File: src/rtl/rng_ctrl_pkg.sv
// Shared types and default sizes for the random-roll controller.
package rng_ctrl_pkg;

    // Controller sequencing states
    typedef enum logic [1:0] {
        S_IDLE = 2'd0,
        S_ARM  = 2'd1,
        S_ROLL = 2'd2
    } state_t;

    localparam int DEPTH_DEF       = 16;
    localparam int VAL_W_DEF       = 4;
    localparam int ARM_TIMEOUT_DEF = 1024;
    localparam int IDX_W           = $clog2(DEPTH_DEF);

endpackage

File: src/rtl/rng_hist_buf.sv
// Circular roll history: one write port that appends at wr_ptr, and a
// combinational read port addressed by offset from the newest entry.
module rng_hist_buf
    import rng_ctrl_pkg::*;
#(
    parameter int DEPTH = DEPTH_DEF,
    parameter int VAL_W = VAL_W_DEF
) (
    input  logic                     i_clk,
    input  logic                     i_rst_n,
    input  logic                     wr_en,
    input  logic [VAL_W-1:0]         wr_data,
    input  logic [$clog2(DEPTH)-1:0] rd_ofs,
    output logic [VAL_W-1:0]         rd_data,
    output logic [$clog2(DEPTH)-1:0] wr_ptr,
    output logic [$clog2(DEPTH):0]   count
);

    localparam int IW = $clog2(DEPTH);
    localparam int CW = IW + 1;

    logic [VAL_W-1:0] mem_r [DEPTH];
    logic [IW-1:0]    wr_ptr_r;
    logic [CW-1:0]    count_r;
    logic [IW-1:0]    rd_addr_s;

    // Storage array; contents are never read while count is zero, so no reset
    always_ff @(posedge i_clk) begin
        if (wr_en) begin
            mem_r[wr_ptr_r] <= wr_data;
        end
    end

    // Write pointer wraps naturally (DEPTH is a power of two); count saturates
    always_ff @(posedge i_clk or negedge i_rst_n) begin
        if (!i_rst_n) begin
            wr_ptr_r <= '0;
            count_r  <= '0;
        end else if (wr_en) begin
            wr_ptr_r <= wr_ptr_r + IW'(1);
            if (count_r != CW'(DEPTH)) begin
                count_r <= count_r + CW'(1);
            end else begin
                count_r <= count_r;
            end
        end else begin
            wr_ptr_r <= wr_ptr_r;
            count_r  <= count_r;
        end
    end

    // Offset 0 addresses the most recently written entry
    always_comb begin
        rd_addr_s = wr_ptr_r - IW'(1) - rd_ofs;
        rd_data   = mem_r[rd_addr_s];
    end

    assign wr_ptr = wr_ptr_r;
    assign count  = count_r;

endmodule

File: src/rtl/rng_roll_ctrl.sv
// Roll controller: turns key pulses into generator start/stop pulses,
// records finished rolls and selects live or browsed value for display.
module rng_roll_ctrl
    import rng_ctrl_pkg::*;
#(
    parameter int DEPTH       = DEPTH_DEF,
    parameter int ARM_TIMEOUT = ARM_TIMEOUT_DEF,
    parameter int VAL_W       = VAL_W_DEF
) (
    input  logic                     i_clk,
    input  logic                     i_rst_n,
    input  logic                     i_start,
    input  logic                     i_prev,
    input  logic                     i_next,
    input  logic [VAL_W-1:0]         i_rng_value,
    input  logic                     i_rng_busy,
    output logic                     o_rng_start,
    output logic [VAL_W-1:0]         o_display,
    output logic [$clog2(DEPTH)-1:0] o_index,
    output logic [$clog2(DEPTH):0]   o_count,
    output logic                     o_rolling,
    output logic                     o_error
);

    localparam int IW = $clog2(DEPTH);
    localparam int CW = IW + 1;
    localparam int TW = $clog2(ARM_TIMEOUT + 1);

    state_t           state_r, state_nxt_s;
    logic [IW-1:0]    idx_r, idx_nxt_s;
    logic [TW-1:0]    tmo_r, tmo_nxt_s;
    logic             busy_d_r;
    logic             start_r, start_nxt_s;
    logic             err_r, err_nxt_s;
    logic             rolling_r;
    logic [VAL_W-1:0] disp_r, disp_nxt_s;

    logic             wr_en_s;
    logic [VAL_W-1:0] rd_data_s;
    logic [IW-1:0]    wr_ptr_unused_s;
    logic [CW-1:0]    count_s;

    rng_hist_buf #(
        .DEPTH (DEPTH),
        .VAL_W (VAL_W)
    ) u_hist (
        .i_clk   (i_clk),
        .i_rst_n (i_rst_n),
        .wr_en   (wr_en_s),
        .wr_data (i_rng_value),
        .rd_ofs  (idx_nxt_s),
        .rd_data (rd_data_s),
        .wr_ptr  (wr_ptr_unused_s),
        .count   (count_s)
    );

    // State, browse index, timeout counter and all output registers
    always_ff @(posedge i_clk or negedge i_rst_n) begin
        if (!i_rst_n) begin
            state_r   <= S_IDLE;
            idx_r     <= '0;
            tmo_r     <= '0;
            busy_d_r  <= 1'b0;
            start_r   <= 1'b0;
            err_r     <= 1'b0;
            rolling_r <= 1'b0;
            disp_r    <= '0;
        end else begin
            state_r   <= state_nxt_s;
            idx_r     <= idx_nxt_s;
            tmo_r     <= tmo_nxt_s;
            busy_d_r  <= i_rng_busy;
            start_r   <= start_nxt_s;
            err_r     <= err_nxt_s;
            rolling_r <= (state_nxt_s != S_IDLE);
            disp_r    <= disp_nxt_s;
        end
    end

    // Next-state, browse and display selection
    always_comb begin
        state_nxt_s = state_r;
        idx_nxt_s   = idx_r;
        tmo_nxt_s   = tmo_r;
        start_nxt_s = 1'b0;
        err_nxt_s   = err_r;
        disp_nxt_s  = disp_r;
        wr_en_s     = 1'b0;

        case (state_r)
            S_IDLE: begin
                if (i_start) begin
                    // Start beats any browse key arriving in the same cycle
                    start_nxt_s = 1'b1;
                    err_nxt_s   = 1'b0;
                    tmo_nxt_s   = '0;
                    state_nxt_s = S_ARM;
                end else if (i_prev && !i_next) begin
                    if ((CW'(idx_r) + CW'(1)) < count_s) begin
                        idx_nxt_s = idx_r + IW'(1);
                    end else begin
                        idx_nxt_s = idx_r;
                    end
                end else if (i_next && !i_prev) begin
                    if (idx_r != IW'(0)) begin
                        idx_nxt_s = idx_r - IW'(1);
                    end else begin
                        idx_nxt_s = idx_r;
                    end
                end else begin
                    idx_nxt_s = idx_r;
                end
                // Read port uses the next index so display and index move together
                if (count_s == CW'(0)) begin
                    disp_nxt_s = '0;
                end else begin
                    disp_nxt_s = rd_data_s;
                end
            end

            S_ARM: begin
                if (i_rng_busy) begin
                    state_nxt_s = S_ROLL;
                end else if (tmo_r == TW'(ARM_TIMEOUT - 1)) begin
                    err_nxt_s   = 1'b1;
                    state_nxt_s = S_IDLE;
                end else begin
                    tmo_nxt_s = tmo_r + TW'(1);
                end
            end

            S_ROLL: begin
                disp_nxt_s = i_rng_value;
                if (busy_d_r && !i_rng_busy) begin
                    // Roll finished: the value present now is the result
                    wr_en_s     = 1'b1;
                    idx_nxt_s   = '0;
                    state_nxt_s = S_IDLE;
                end else if (i_start && !start_r) begin
                    // Stop request; never pulse on back-to-back cycles
                    start_nxt_s = 1'b1;
                end else begin
                    start_nxt_s = 1'b0;
                end
            end

            default: begin
                state_nxt_s = S_IDLE;
            end
        endcase
    end

    assign o_rng_start = start_r;
    assign o_display   = disp_r;
    assign o_index     = idx_r;
    assign o_count     = count_s;
    assign o_rolling   = rolling_r;
    assign o_error     = err_r;

endmodule

File: config.mk
export PLATFORM = sky130hd
export DESIGN_NAME = rng_roll_ctrl
export DESIGN_NICKNAME = d
export VERILOG_FILES = /design/src/rtl/rng_ctrl_pkg.sv /design/src/rtl/rng_hist_buf.sv /design/src/rtl/rng_roll_ctrl.sv
export SDC_FILE = /design/constraint.sdc
export NUM_CORES = 1
export LEC_CHECK = 0
export CAP_MARGIN = 20
export CELL_PAD_IN_SITES_DETAIL_PLACEMENT = 0
export CELL_PAD_IN_SITES_GLOBAL_PLACEMENT = 1
export CORE_UTILIZATION = 45
export DETAILED_ROUTE_END_ITERATION = 12
export PLACE_DENSITY = 0.83
export SYNTH_ARGS = -nofsm -noshare
export SYNTH_HDL_FRONTEND = slang
export SYNTH_SLANG_ARGS = --single-unit
File: constraint.sdc
create_clock -name i_clk -period 5.5 [get_ports i_clk]
set_clock_uncertainty 0.2 [all_clocks]
set_input_delay 0.55 -clock i_clk [delete_from_list [all_inputs] [get_ports i_clk]]
set_output_delay 0.55 -clock i_clk [all_outputs]
set_load 0.005 [all_outputs]
==> results of run 1 <==
-- cells in the final DEF, fill, tap and decap left out, types with 7 or more instances in the layout --
cell type	n
edfxtp_1	64
nor2_1	34
dfrtp_1	34
clkdlybuf4s50_1	25
inv_1	18
mux4_2	16
ha_1	16
nand3_1	15
nand2_1	14
xnor2_1	11
nand4_1	9
clkbuf_8	9
xor2_1	8
mux2i_1	8
nor3_1	7
o21ai_0	7
-- where the power goes --
group	internal (uW)	switching, uW
Combinational	847	882
Sequential	875	132
Clock	174	261
Total	1900	1280
-- metal layers --
metal,vias to the layer above,wire length [um],global-route usage [%]
li1,1425,-,-
met1,1449,4140,22.8
met2,52,4580,30.8
met3,8,337,4.68
met4,0,91,4.93
met5,-,0,0
-- what timing repair did --
item                       CTS  global route
hold endpoints to repair     0             0
setup endpoints to repair    0             4
resized for setup            0             1
-- sequential cells by signal (all words and copies together) (netlist names) --
signal and cells:
busy_d_r 1, o_error 1, u_hist.count 5, tmo_r 11
u_hist.wr_ptr 4, o_rolling 1, o_rng_start 1, state_r 2
o_display 4, o_index 4, u_hist.mem_r 64
-- layout make-up --
class,instances,area [um^2]
fill,878,4970
sequential,98,2770
multi-input combinational,233,1870
timing repair buffer,30,288
tap,136,170
clock buffer,10,128
inverter,19,71.3
clock inverter,6,56.3
-- stage by stage --
stage / total power (uW) / setup slack (ps) / util, % / cells
final: 3170 / 537 / 51.9 / 532
after global routing: 3400 / 49.4 / 51.9 / 532
after CTS: 3190 / 391 / 51.9 / 532
after detailed placement: 2750 / 488 / 50.1 / 516
after global placement: 2720 / 631 / 50.1 / 516
after floorplan: 2270 / 924 / - / 361
-- critical path, cell delays in order (launching register included) --
cell and delay [ps]:
dfrtp_1 460, ha_1 250, xor2_1 150, ha_1 300, a21oi_1 170, o21ai_2 80, a21o_1 200, a211oi_1 470
nand2_1 130, a31o_1 240, a22oi_1 190, ha_1 290, a21oi_1 240, a21boi_2 140, or2_1 300, a2111oi_1 640
nor4_4 140, nand4_1 140, nand3_1 80
-- path summary, 6_finish.rpt --
path	endpoint	cells past startpoint
worst max-delay path	o_display[0]	18
worst min-delay path	o_error	2
worst max register to register	o_display[0]	18
worst min register to register	o_error	2
max in group asynchronous	o_index[1]	2
min in group asynchronous	u_hist.count[2]	2
-- logic make-up after synthesis --
logic type / after synthesis / share of synthesized area [%]
AO/OA/AOI/OAI: 51 / 7.86
XOR/XNOR: 19 / 3.49
buffers and inverters: 30 / 2.73
flip-flops: 98 / 58.1
adder cells (fa/ha/maj): 17 / 4.61
multiplexers: 25 / 9.46
AND/OR/NAND/NOR: 121 / 13.8
==> reports/results.ini, run 1 <==
[floorplanning]
coreArea_mm2 = 0.0103
dieArea_mm2 = 0.0110
ios = 26
row_count = 37
fp.dieW_um = 105
start_util_pct = 46.2
die_y_um = 105

[synthesis]
yosys.area.top_type_share_pct = 40.3
syn_inst = 361
synthArstFlopShare_pct = 34.7
yosysWarnings = 0
synth_edf_count = 64
netlist_top_cells_count = edfxtp_1, dfrtp_1, nor2_1, inv_1
synth_nets = 388
syn_area_mm2 = 0.00477
yosys_most_used_dff = edfxtp_1
synth.most_common_cell = edfxtp_1
ys_seq_elements = 98
synth_top_area_cell = edfxtp_1
synth_cell_type_count = 62
ys_seq_area_share_pct = 58.1
synthTopCellsByArea = edfxtp_1, dfrtp_1, mux4_2
avgSynthCellArea_um2 = 13.2

[sta]
rsz0062_at_grt = false
period_share_pct = 90.2
maxSlewViolCount = 0
tightest_slew_ps = 954
setup_viol = 0
fmax_ghz = 0.201
period_needed_ps = 4960
hold_viol = 0
hold_ws_ps = 321
relSlewSlack_pct = 35.7
tns_ps = 0

[worst_setup_path]
start_kind = flop
required_ps = 5540
startpoint = o_index[1]
arrival_ps = 5000
end_kind = flop
r2r_setup_slack_ps = 540
r2r-start = o_index[1]
cp_max_fo = 7
crit_type = reg -> reg

[drt]
drc = 0
first_pass_iters = 4
drt-total-wl_um = 9150
first_iter_violations = 151
vias = 2934
final_antenna_net_count = 0
viasPerCell = 5.52
routedWlPerCell_um = 17.2

[clocking]
cts_htree_levels = 3
cts_hold_buf = 0
post_cts_buffers = 0
clock_sinks = 98
cts_buffers = 9
cts_tree = done
clock_latency_ps = 370
cts-root-buf = clkbuf_8
cts.clk_slew.worst_paths_ps = 100
clockBufferDepth = 2

[flow_run]
drv_cap = 0

[finish]
fin_area_mm2 = 0.00536
area_growth_pct = 12.2
fin_nets = 418
antennaDiodeCount = 0
post_route_cells_drive_above_1_share_pct = 13.1

[placed_design]
io_buffer_count = 25
place.gp.congestion = 0.808
dpl-instance-area_mm2 = 0.00517
dp_hpwl_um = 6640

[power_and_ir_drop]
p_leak_uw = 0.00199
vdd_ir_drop_max_mv = 0.286
power.density_mw_per_mm2 = 592

[min_path]
holdCritPathClass = reg -> reg
hp-start = o_error

[global_route]
antenna_found_initial = 0
grt_max_degree = 35
track_usage_pct = 18.1
grt_pass1_vias = 2959
overflow = 0
grt_pass1_wl_um = 15000

[status]
outcome = completed

Power figures use the tool's default switching activity.
==> inputs of run 2 (changes only) <==
--- a/config.mk
+++ b/config.mk
@@ -14,3 +14,4 @@
 export SYNTH_ARGS = -nofsm -noshare
 export SYNTH_HDL_FRONTEND = slang
 export SYNTH_SLANG_ARGS = --single-unit
+export TNS_END_PERCENT = 10
==> results of run 2 <==
Final layout, timing and power as in run 1 (identical DEF).
